--- config.mk ---
export PLATFORM = sky130hd
export DESIGN_NAME = sram_lane_rmw_ctrl
export DESIGN_NICKNAME = d
export VERILOG_FILES = /design/src/rtl/sram_lane_rmw_ctrl.sv
export SDC_FILE = /design/constraint.sdc
export NUM_CORES = 1
export LEC_CHECK = 0
export CORE_ASPECT_RATIO = 0.9
export CORE_MARGIN = 3
export CORE_UTILIZATION = 30
export DETAILED_ROUTE_END_ITERATION = 12
export GPL_TIMING_DRIVEN = 1
export PLACE_DENSITY_LB_ADDON = 0.12
export RECOVER_POWER = 50
export SETUP_SLACK_MARGIN = 0.02
export SLEW_MARGIN = 20
export SYNTH_ARGS = -nofsm -noshare
export SYNTH_HDL_FRONTEND = slang
export SYNTH_SLANG_ARGS = --single-unit
--- constraint.sdc ---
create_clock -name clk_i -period 2.8 [get_ports clk_i]
set_input_delay 0.42 -clock clk_i [delete_from_list [all_inputs] [get_ports clk_i]]
set_output_delay 0.42 -clock clk_i [all_outputs]
set_load 0.01 [all_outputs]
--- src/rtl/sram_lane_rmw_ctrl.sv ---
// sram_lane_rmw_ctrl: lane-split SRAM front end with byte-enable writes done as read-modify-write
module sram_lane_rmw_ctrl #(
    parameter int NUM_LANES = 4,
    parameter int LANE_W    = 8,
    parameter int DEPTH     = 4096,
    parameter int ADDR_W    = $clog2(DEPTH),
    parameter bit LANE0_MSB = 1'b1
) (
    input  logic                        clk_i,
    input  logic                        rst_i,
    input  logic                        req_i,
    output logic                        gnt_o,
    input  logic                        we_i,
    input  logic [NUM_LANES-1:0]        be_i,
    input  logic [ADDR_W-1:0]           a_i,
    input  logic [NUM_LANES*LANE_W-1:0] d_i,
    output logic                        rvalid_o,
    output logic [NUM_LANES*LANE_W-1:0] q_o,
    output logic                        mem_csn_o,
    output logic                        mem_wen_o,
    output logic [ADDR_W-1:0]           mem_a_o,
    output logic [NUM_LANES*LANE_W-1:0] mem_d_o,
    input  logic [NUM_LANES*LANE_W-1:0] mem_q_i
);
    localparam int DW = NUM_LANES * LANE_W;

    typedef enum logic {IDLE, MERGE} state_t;

    state_t                state_q, state_d;
    logic                  rvalid_q;
    logic [ADDR_W-1:0]     a_q, a_last_q;
    logic [DW-1:0]         d_q, d_last_q, merged;
    logic [NUM_LANES-1:0]  be_q;
    logic                  accept, rd, full, part, merge;

    // Lane reversal is its own inverse, so one function serves both directions.
    function automatic logic [DW-1:0] lane_map(input logic [DW-1:0] w);
        lane_map = '0;
        for (int k = 0; k < NUM_LANES; k++)
            lane_map[k*LANE_W +: LANE_W] = LANE0_MSB ? w[(NUM_LANES-1-k)*LANE_W +: LANE_W] : w[k*LANE_W +: LANE_W];
    endfunction

    assign gnt_o  = (state_q == IDLE) && !rst_i;
    assign accept = req_i && gnt_o;
    assign rd     = accept && !we_i;
    assign full   = accept && we_i && (&be_i);
    assign part   = accept && we_i && (|be_i) && !(&be_i);
    assign merge  = (state_q == MERGE) && !rst_i;

    // Merge held write lanes over the word read back from the macro (user lane order).
    always_comb begin
        merged = lane_map(mem_q_i);
        for (int k = 0; k < NUM_LANES; k++)
            if (be_q[k]) merged[k*LANE_W +: LANE_W] = d_q[k*LANE_W +: LANE_W];
    end

    // Macro drive; address/data hold their last value when idle to avoid toggling.
    always_comb begin
        mem_csn_o = !(rd || full || part || merge);
        mem_wen_o = !(full || merge);
        mem_a_o   = merge ? a_q : (rd || full || part) ? a_i : a_last_q;
        mem_d_o   = merge ? lane_map(merged) : full ? lane_map(d_i) : d_last_q;
        state_d   = part ? MERGE : IDLE;
    end

    assign rvalid_o = rvalid_q;
    assign q_o      = rvalid_q ? lane_map(mem_q_i) : '0;

    // FSM, read-valid pipeline and held partial-write operands.
    always_ff @(posedge clk_i) begin
        if (rst_i) begin
            state_q  <= IDLE;
            rvalid_q <= 1'b0;
            a_q      <= '0;
            d_q      <= '0;
            be_q     <= '0;
            a_last_q <= '0;
            d_last_q <= '0;
        end else begin
            state_q  <= state_d;
            rvalid_q <= rd;
            a_last_q <= mem_a_o;
            d_last_q <= mem_d_o;
            if (part) begin
                a_q  <= a_i;
                d_q  <= d_i;
                be_q <= be_i;
            end
        end
    end
endmodule
==> reports/qor.txt, run 1 <==
slew margin rel. -> 0.5304
worst hold path type -> in -> reg
Starting Density -> 0.3103
critical path's slowest cell -> or3b_2
Crit path arrival time -> 2.24 ns
Leak Pwr -> 0.003223 uW
Detailed Route Iter0 Violations -> 333
TritonCTS clock tree -> done
port bufs -> 163
flop2flop setup slack -> 0.50 ns
Remaining Overflow, GRT -> 0
Synth-to-Final Area Change -> 48.93%
pin count of the biggest net entering global routing -> 47
Largest stage delay, worst path -> 0.49 ns
Compound-Gate Fraction of Synth Area -> 0.2596
std cell rows -> 45
Die Wd -> 146.3 um
max_cap viols -> 0
clock-pin slew on the worst setup and hold paths -> 0.06 ns
fin cells -> 1025
largest area contributor in the netlist -> dfxtp_1
startpoint types -> input port
unrepaired setup endpoints after global routing -> no
XOR/XNOR share of the synthesized area -> 0
vias per cell -> 5.374
crit-path cells -> dlygate4sd2_1 -> clkbuf_4 -> or3b_2 -> a21oi_4 -> buf_2 -> nor2_1 -> clkdlybuf4s50_1
DIE AREA -> 0.01934 mm2
Post-DP HPWL -> 13210 um
Total Routing Usage GR -> 0.1896
Worst Max-Slew Pin Slew -> 0.7044 ns
Multi-input gate area -> 0.003159 mm2
Mapped Area -> 0.005311 mm2
Critical Path RT -> 2.38 ns
Post-Route WL -> 18750 um
ys flop type -> dfxtp_1
number of synthesized flops with an enable pin -> 0
clock sink count -> 94
post-route ant nets -> 0
Final Cycle Share -> 0.9482
vias in the first global route -> 5626
main combinational cell family by area after synthesis -> compound AO/OA/AOI/OAI gates
VDD IR-drop max -> 0.3137 mV
top post-synthesis cells by area -> dfxtp_1 (35%), a211oi_1 (7.2%), mux2_2 (6.6%), a21o_1 (6.4%), mux2i_1 (6.0%)
net count reported at finish -> 869
Post-Synth Simple-Gate Area -> 0.1925
PnR worst setup slack -> 0.1450 ns
ys async rst share -> 0
Min Hold Slack -> 0.4445 ns
Post-Layout Inst Area -> 0.007910 mm2
WL per Instance -> 18.29 um
Worst Setup Slack post-DPL -> -0.3065 ns
Worst setup EP type -> output pin
Synth Instances -> 602
critical path type -> in -> out
io pins -> 164
Placed Cells -> 1007
initial antenna violation count -> 1
worst-path fanout max -> 5
hold buffers post-CTS -> 0
Layout Skew -> 0.003830 ns
CTS root buf -> clkbuf_16
Mean Syn Cell Area -> 8.823 um2
post-synthesis sequential area ratio -> 0.3543
fraction of the mapped netlist area in adder cells -> 0
fillcell total -> 1676
layout cell share with drive strength beyond 1 -> 0.1747
Num CTS Buffers -> 9
pwr dens -> 427.9 mW/mm2
Final Hold Vio Count -> 0
top post-synthesis cells by count -> dfxtp_1 (94), clkbuf_1 (53), a211oi_1 (51), a21o_1 (45), nor2_1 (40)
Yosys cell types -> 36
total number of vias -> 5508
Synth top area share -> 0.3543
first-pass GRT wire length -> 29930 um
mux contribution to synthesized area -> 0.1282
core box area -> 0.01712 mm2
ant diodes -> 0
die extent in y -> 132.2 um
CTS Buffer Depth -> 2
Placement Cell Area -> 0.007620 mm2
maximum clock rate -> 376.6 MHz
Clock Latency Late Sink -> 0.35 ns
register area -> 0.001883 mm2
Residual DRC -> 0
Yosys reg bits -> 94
Final Critical Period -> 2.655 ns
H-tree levels -> 3
Syn Nets -> 686
Slew Viols, Final -> 0
GPL Wtd Cong -> 0.8162
1st-pass router iterations -> 5
most frequent cell after synthesis -> dfxtp_1
Synth Warn # -> 0
final setup vio count -> 0
status -> complete, no violations
registers in the layout, indices dropped and copies added (netlist names):
register,flops
a_last_q,12
a_q,12
be_q,4
d_last_q,32
d_q,32
rvalid_o,1
state_q,1
final cells by class:
class                   count  share of cell area
clock buffers              14             0.03591
clock inverters             2            0.001740
inverters                  13            0.006169
multi-input cells         425              0.3994
flip-flops and latches     94              0.2381
well taps                 235             0.03717
repair buffers            242              0.2816
final timing paths:
path                                           from                    to  depth (start not counted)
worst max register to register   state_q$_SDFF_PP0_   a_q[7]$_SDFFE_PP0P_                          6
worst min register to register  a_q[0]$_SDFFE_PP0P_   a_q[0]$_SDFFE_PP0P_                          2
worst max-delay path                          req_i             mem_csn_o                          7
worst min-delay path                        be_i[0]  be_q[0]$_SDFFE_PP0P_                          3
per-stage QoR:
step | setup TNS [ns] | power, uW | util
after floorplan | 0 | 1821 | -
after global placement | -8.635 | 2208 | 0.4452
after detailed placement | -9.526 | 2220 | 0.4452
after CTS | 0 | 3442 | 0.4620
after global routing | 0 | 3550 | 0.4621
final | 0 | 3385 | 0.4621
layer usage:
layer / wire [um] / global-route usage / share of wire
met5: 9 / 0 / 0.00048
met4: 500 / 0.07106 / 0.027
met3: 1068 / 0.03988 / 0.057
met2: 8823 / 0.3183 / 0.47
met1: 8350 / 0.2400 / 0.45
cell usage in the layout (no fill, tap or decap), drive strengths merged, types with 23 or more instances in the layout:
cell type / count
clkdlybuf4s50: 112
dfxtp: 94
buf: 71
a211oi: 51
a21o: 45
dlygate4sd2: 45
nor2: 40
nor3: 39
nor2b: 33
and2: 32
mux2i: 32
mux2: 32
a221oi: 25
clkbuf: 23
cells by family (layout without fill, tap and decap cells):
group,after synthesis,count (layout)
compound gates,175,175
buf+inv,83,271
flops,94,94
mux,64,64
simple gates,186,186
critical path, delay by kind of cell:
| kind | cells | cell delay (ns) |
|---|---|---|
| buffers and inverters | 4 | 1.11 |
| AOI/OAI and AO/OA | 1 | 0.17 |
| and+or+nand+nor | 2 | 0.54 |
report_power, final:
part | leakage, uW | switching [uW] | internal, uW
Sequential | 0.000768 | 42.9 | 1410
Combinational | 0.00231 | 339 | 371
Clock | 0.000149 | 523 | 700
Total | 0.00322 | 905 | 2480
what timing repair did:
item,4_1_cts,5_1_grt
pin swaps,1,2
buffers inserted,0,1
cloned,1,0
gates resized for setup,54,9
setup endpoints to repair,46,40
No activity file was read; power rests on OpenSTA's default activity.
==> inputs of run 2 (changes only) <==
--- a/config.mk
+++ b/config.mk
@@ -7,3 +7,2 @@
 export LEC_CHECK = 0
-export CORE_ASPECT_RATIO = 0.9
 export CORE_MARGIN = 3
--- a/constraint.sdc
+++ b/constraint.sdc
@@ -3,2 +3,2 @@
 set_output_delay 0.42 -clock clk_i [all_outputs]
-set_load 0.01 [all_outputs]
+set_load 0.005 [all_outputs]
==> run 2 against run 1 <==
  * First-iteration DRC count grew 11%
  * Die area is essentially flat
  * Critical path depth shrank 2
  * Fmax shrank 0.94%
  * Hold slack gained 0.057 ns
  * Largest cell class unchanged
  * Clock power grew 17%
  * Final cell count shrank 1.1%
  * Sequential share of layout area shrank 0.43 points
  * Design area grew 2.0%
  * Clock skew grew 0.0027 ns
  * Sequential power is essentially flat
==> reports/qor.txt, run 2 (synthesized netlist as in run 1, its figures left out) <==
status -> complete, no violations
CTS root buf -> clkbuf_16
Min Hold Slack -> 0.5018 ns (+0.05727 ns)
critical path's slowest cell -> clkdlybuf4s50_1
GR Util met1 -> 0.2596 (+0.01969)
net count reported at finish -> 869 (unchanged)
ant diodes -> 0 (unchanged)
H-tree levels -> 3 (unchanged)
hold buffers post-CTS -> 0 (unchanged)
flop2flop setup slack -> 0.48 ns (-0.02 ns)
std cell rows -> 48 (+6.7%)
Total Power -> 3593 uW (+6.1%)
crit-path cells -> nor4bb_4 -> nand2_2 -> buf_12 -> a221oi_1 -> clkdlybuf4s50_1
R2R cell count -> 6 (unchanged)
CTS Buffer Depth -> 2 (unchanged)
fin cells -> 1014 (-1.1%)
Worst Setup Slack post-DPL -> -0.1651 ns (+0.1413 ns)
Final Cycle Share -> 0.9572 (+0.009020)
most frequent cells in the layout -> clkdlybuf4s50_1 (114), dfxtp_1 (93), buf_4 (60)
clock-pin slew on the worst setup and hold paths -> 0.07 ns (about the same)
max_cap viols -> 0 (unchanged)
port bufs -> 163 (unchanged)
grt peak-use layer -> met2
vias in the first global route -> 5805 (+3.2%)
worst hold path type -> reg -> reg
VDD IR-drop max -> 0.3058 mV (-2.5%)
r2r startpoint -> state_q$_SDFF_PP0_
post-route ant nets -> 0 (unchanged)
most common cell after layout, fill and taps aside -> clkdlybuf4s50_1
pin count of the biggest net entering global routing -> 56 (+19%)
WL per Instance -> 19.08 um (+4.3%)
Final Hold Vio Count -> 0 (unchanged)
Detailed Route Iter0 Violations -> 370 (+11%)
startpoint types -> flip-flop
vias per cell -> 5.533 (+3.0%)
Residual DRC -> 0 (unchanged)
met2 Use GR -> 0.3165 (-0.001791)
Remaining Overflow, GRT -> 0 (unchanged)
Placed Cells -> 994 (-1.3%)
GPL Wtd Cong -> 0.8295 (+1.6%)
Layout Skew -> 0.006493 ns (+0.002663 ns)
initial antenna violation count -> 0 (-1)
Die Wd -> 139.1 um (-4.9%)
Hold Path Sink -> a_last_q[7]$_SDFF_PP0_
Critical Path RT -> 2.38 ns (about the same)
maximum clock rate -> 373.1 MHz (-0.94%)
TritonCTS clock tree -> done
Largest stage delay, worst path -> 0.57 ns (+0.08 ns)
unrepaired setup endpoints after global routing -> no
Post-Route WL -> 19340 um (+3.2%)
hold depth -> 2 (-1)
Slew Viols, Final -> 0 (unchanged)
slew margin rel. -> 0.5435 (+0.01306)
io pins -> 164 (unchanged)
DIE AREA -> 0.01934 mm2 (about the same)
1st-pass router iterations -> 5 (unchanged)
Synth-to-Final Area Change -> 51.87%
Post-DP HPWL -> 12810 um (-3.0%)
HP Start -> a_last_q[7]$_SDFF_PP0_
Worst Max-Slew Pin Slew -> 0.6848 ns (-0.01959 ns)
Clock Latency Late Sink -> 0.35 ns (about the same)
total number of vias -> 5610 (+1.9%)
Num CTS Buffers -> 9 (unchanged)
worst-path fanout max -> 45 (+40)
layout cell share with drive strength beyond 1 -> 0.1825 (+0.007826)
PnR worst setup slack -> 0.1197 ns (-0.02526 ns)
pwr dens -> 445.4 mW/mm2 (+4.1%)
Total Routing Usage GR -> 0.1960 (+0.006394)
final setup vio count -> 0 (unchanged)
critical path type -> reg -> out
FF-to-FF End -> d_q[12]$_SDFFE_PP0P_
Crit path arrival time -> 2.26 ns (+0.02 ns)
CP Buf/Inv Count -> 2 (-2)
Worst setup EP type -> output pin
Starting Density -> 0.3071 (-0.003232)
kind of cell adding the most delay to the critical path -> buffers and inverters
clock sink count -> 94 (unchanged)
Leak Pwr -> 0.003239 uW (+0.50%)
Regs by FF count -> d_last_q x32, d_q x32
die extent in y -> 139.1 um (+5.2%)
total negative setup slack -> 0 ns (unchanged)
Final Critical Period -> 2.680 ns (+0.02526 ns)
first-pass GRT wire length -> 31040 um (+3.7%)
fillcell total -> 1642 (-2.0%)
met3 Track Usage GR -> 0.04000 (+0.0001238)
core box area -> 0.01730 mm2 (+1.1%)
==> run 2: timing repair <==
action | CTS | global route
gates resized for setup | 69 | 11
endpoints found under the setup margin | 46 | 15
pin swaps | 3 | 2
cloned | 1 | 0
setup buffers | 1 | 3
==> run 2: cell type report <==
class | count | area [um2] | share of cell area
tap | 225 | 281.5 | 0.03490
sequential | 94 | 1886 | 0.2338
multi-input combinational | 425 | 3238 | 0.4014
clock inverter | 4 | 95.09 | 0.01179
timing repair buffer | 242 | 2275 | 0.2820
inverter | 13 | 48.80 | 0.006049
clock buffer | 11 | 242.7 | 0.03009
==> run 2: how the worst max path moves through the flow <==
| stage | endpoint | startpoint | slack, ns | cells after the start |
|---|---|---|---|---|
| global placement | mem_d_o[23] | req_i | -0.15 | 6 |
| floorplan | mem_d_o[25] | we_i | 0.75 | 6 |
| finish | mem_d_o[26] | state_q$_SDFF_PP0_ | 0.12 | 5 |
| CTS | mem_d_o[17] | be_i[0] | -0.03 | 6 |
| detailed placement | mem_d_o[14] | req_i | -0.17 | 6 |
| global route | mem_d_o[26] | state_q$_SDFF_PP0_ | 0.02 | 5 |
==> run 2: layer usage <==
layer,share of wire,wire length (um)
met2,0.46,8882
met5,0,0
met1,0.46,8963
met3,0.056,1080
met4,0.022,416
==> run 2: metrics by stage <==
step             util  area, um2
6_report       0.4664       8066
5_1_grt        0.4664       8066
4_1_cts        0.4668       8074
3_5_place_dp   0.4392       7597
3_3_place_gp   0.4392       7597
2_1_floorplan       -       5311
==> run 2: worst min-delay path: stages (launching register included) <==
cell	delay [ns]
dfxtp_1	0.31
nor2_1	0.08
a211oi_1	0.07
==> run 2: where the power goes <==
part	switching (uW)	internal (uW)
combinational	329	382
sequential	41.6	1410
clock	540	892
total	911	2680
==> inputs of run 3 (changes only) <==
CTS_CLUSTER_DIAMETER = 100   (was unset)
==> results of run 3 <==
The final DEF is identical to that of run 2; final timing and power are the same.
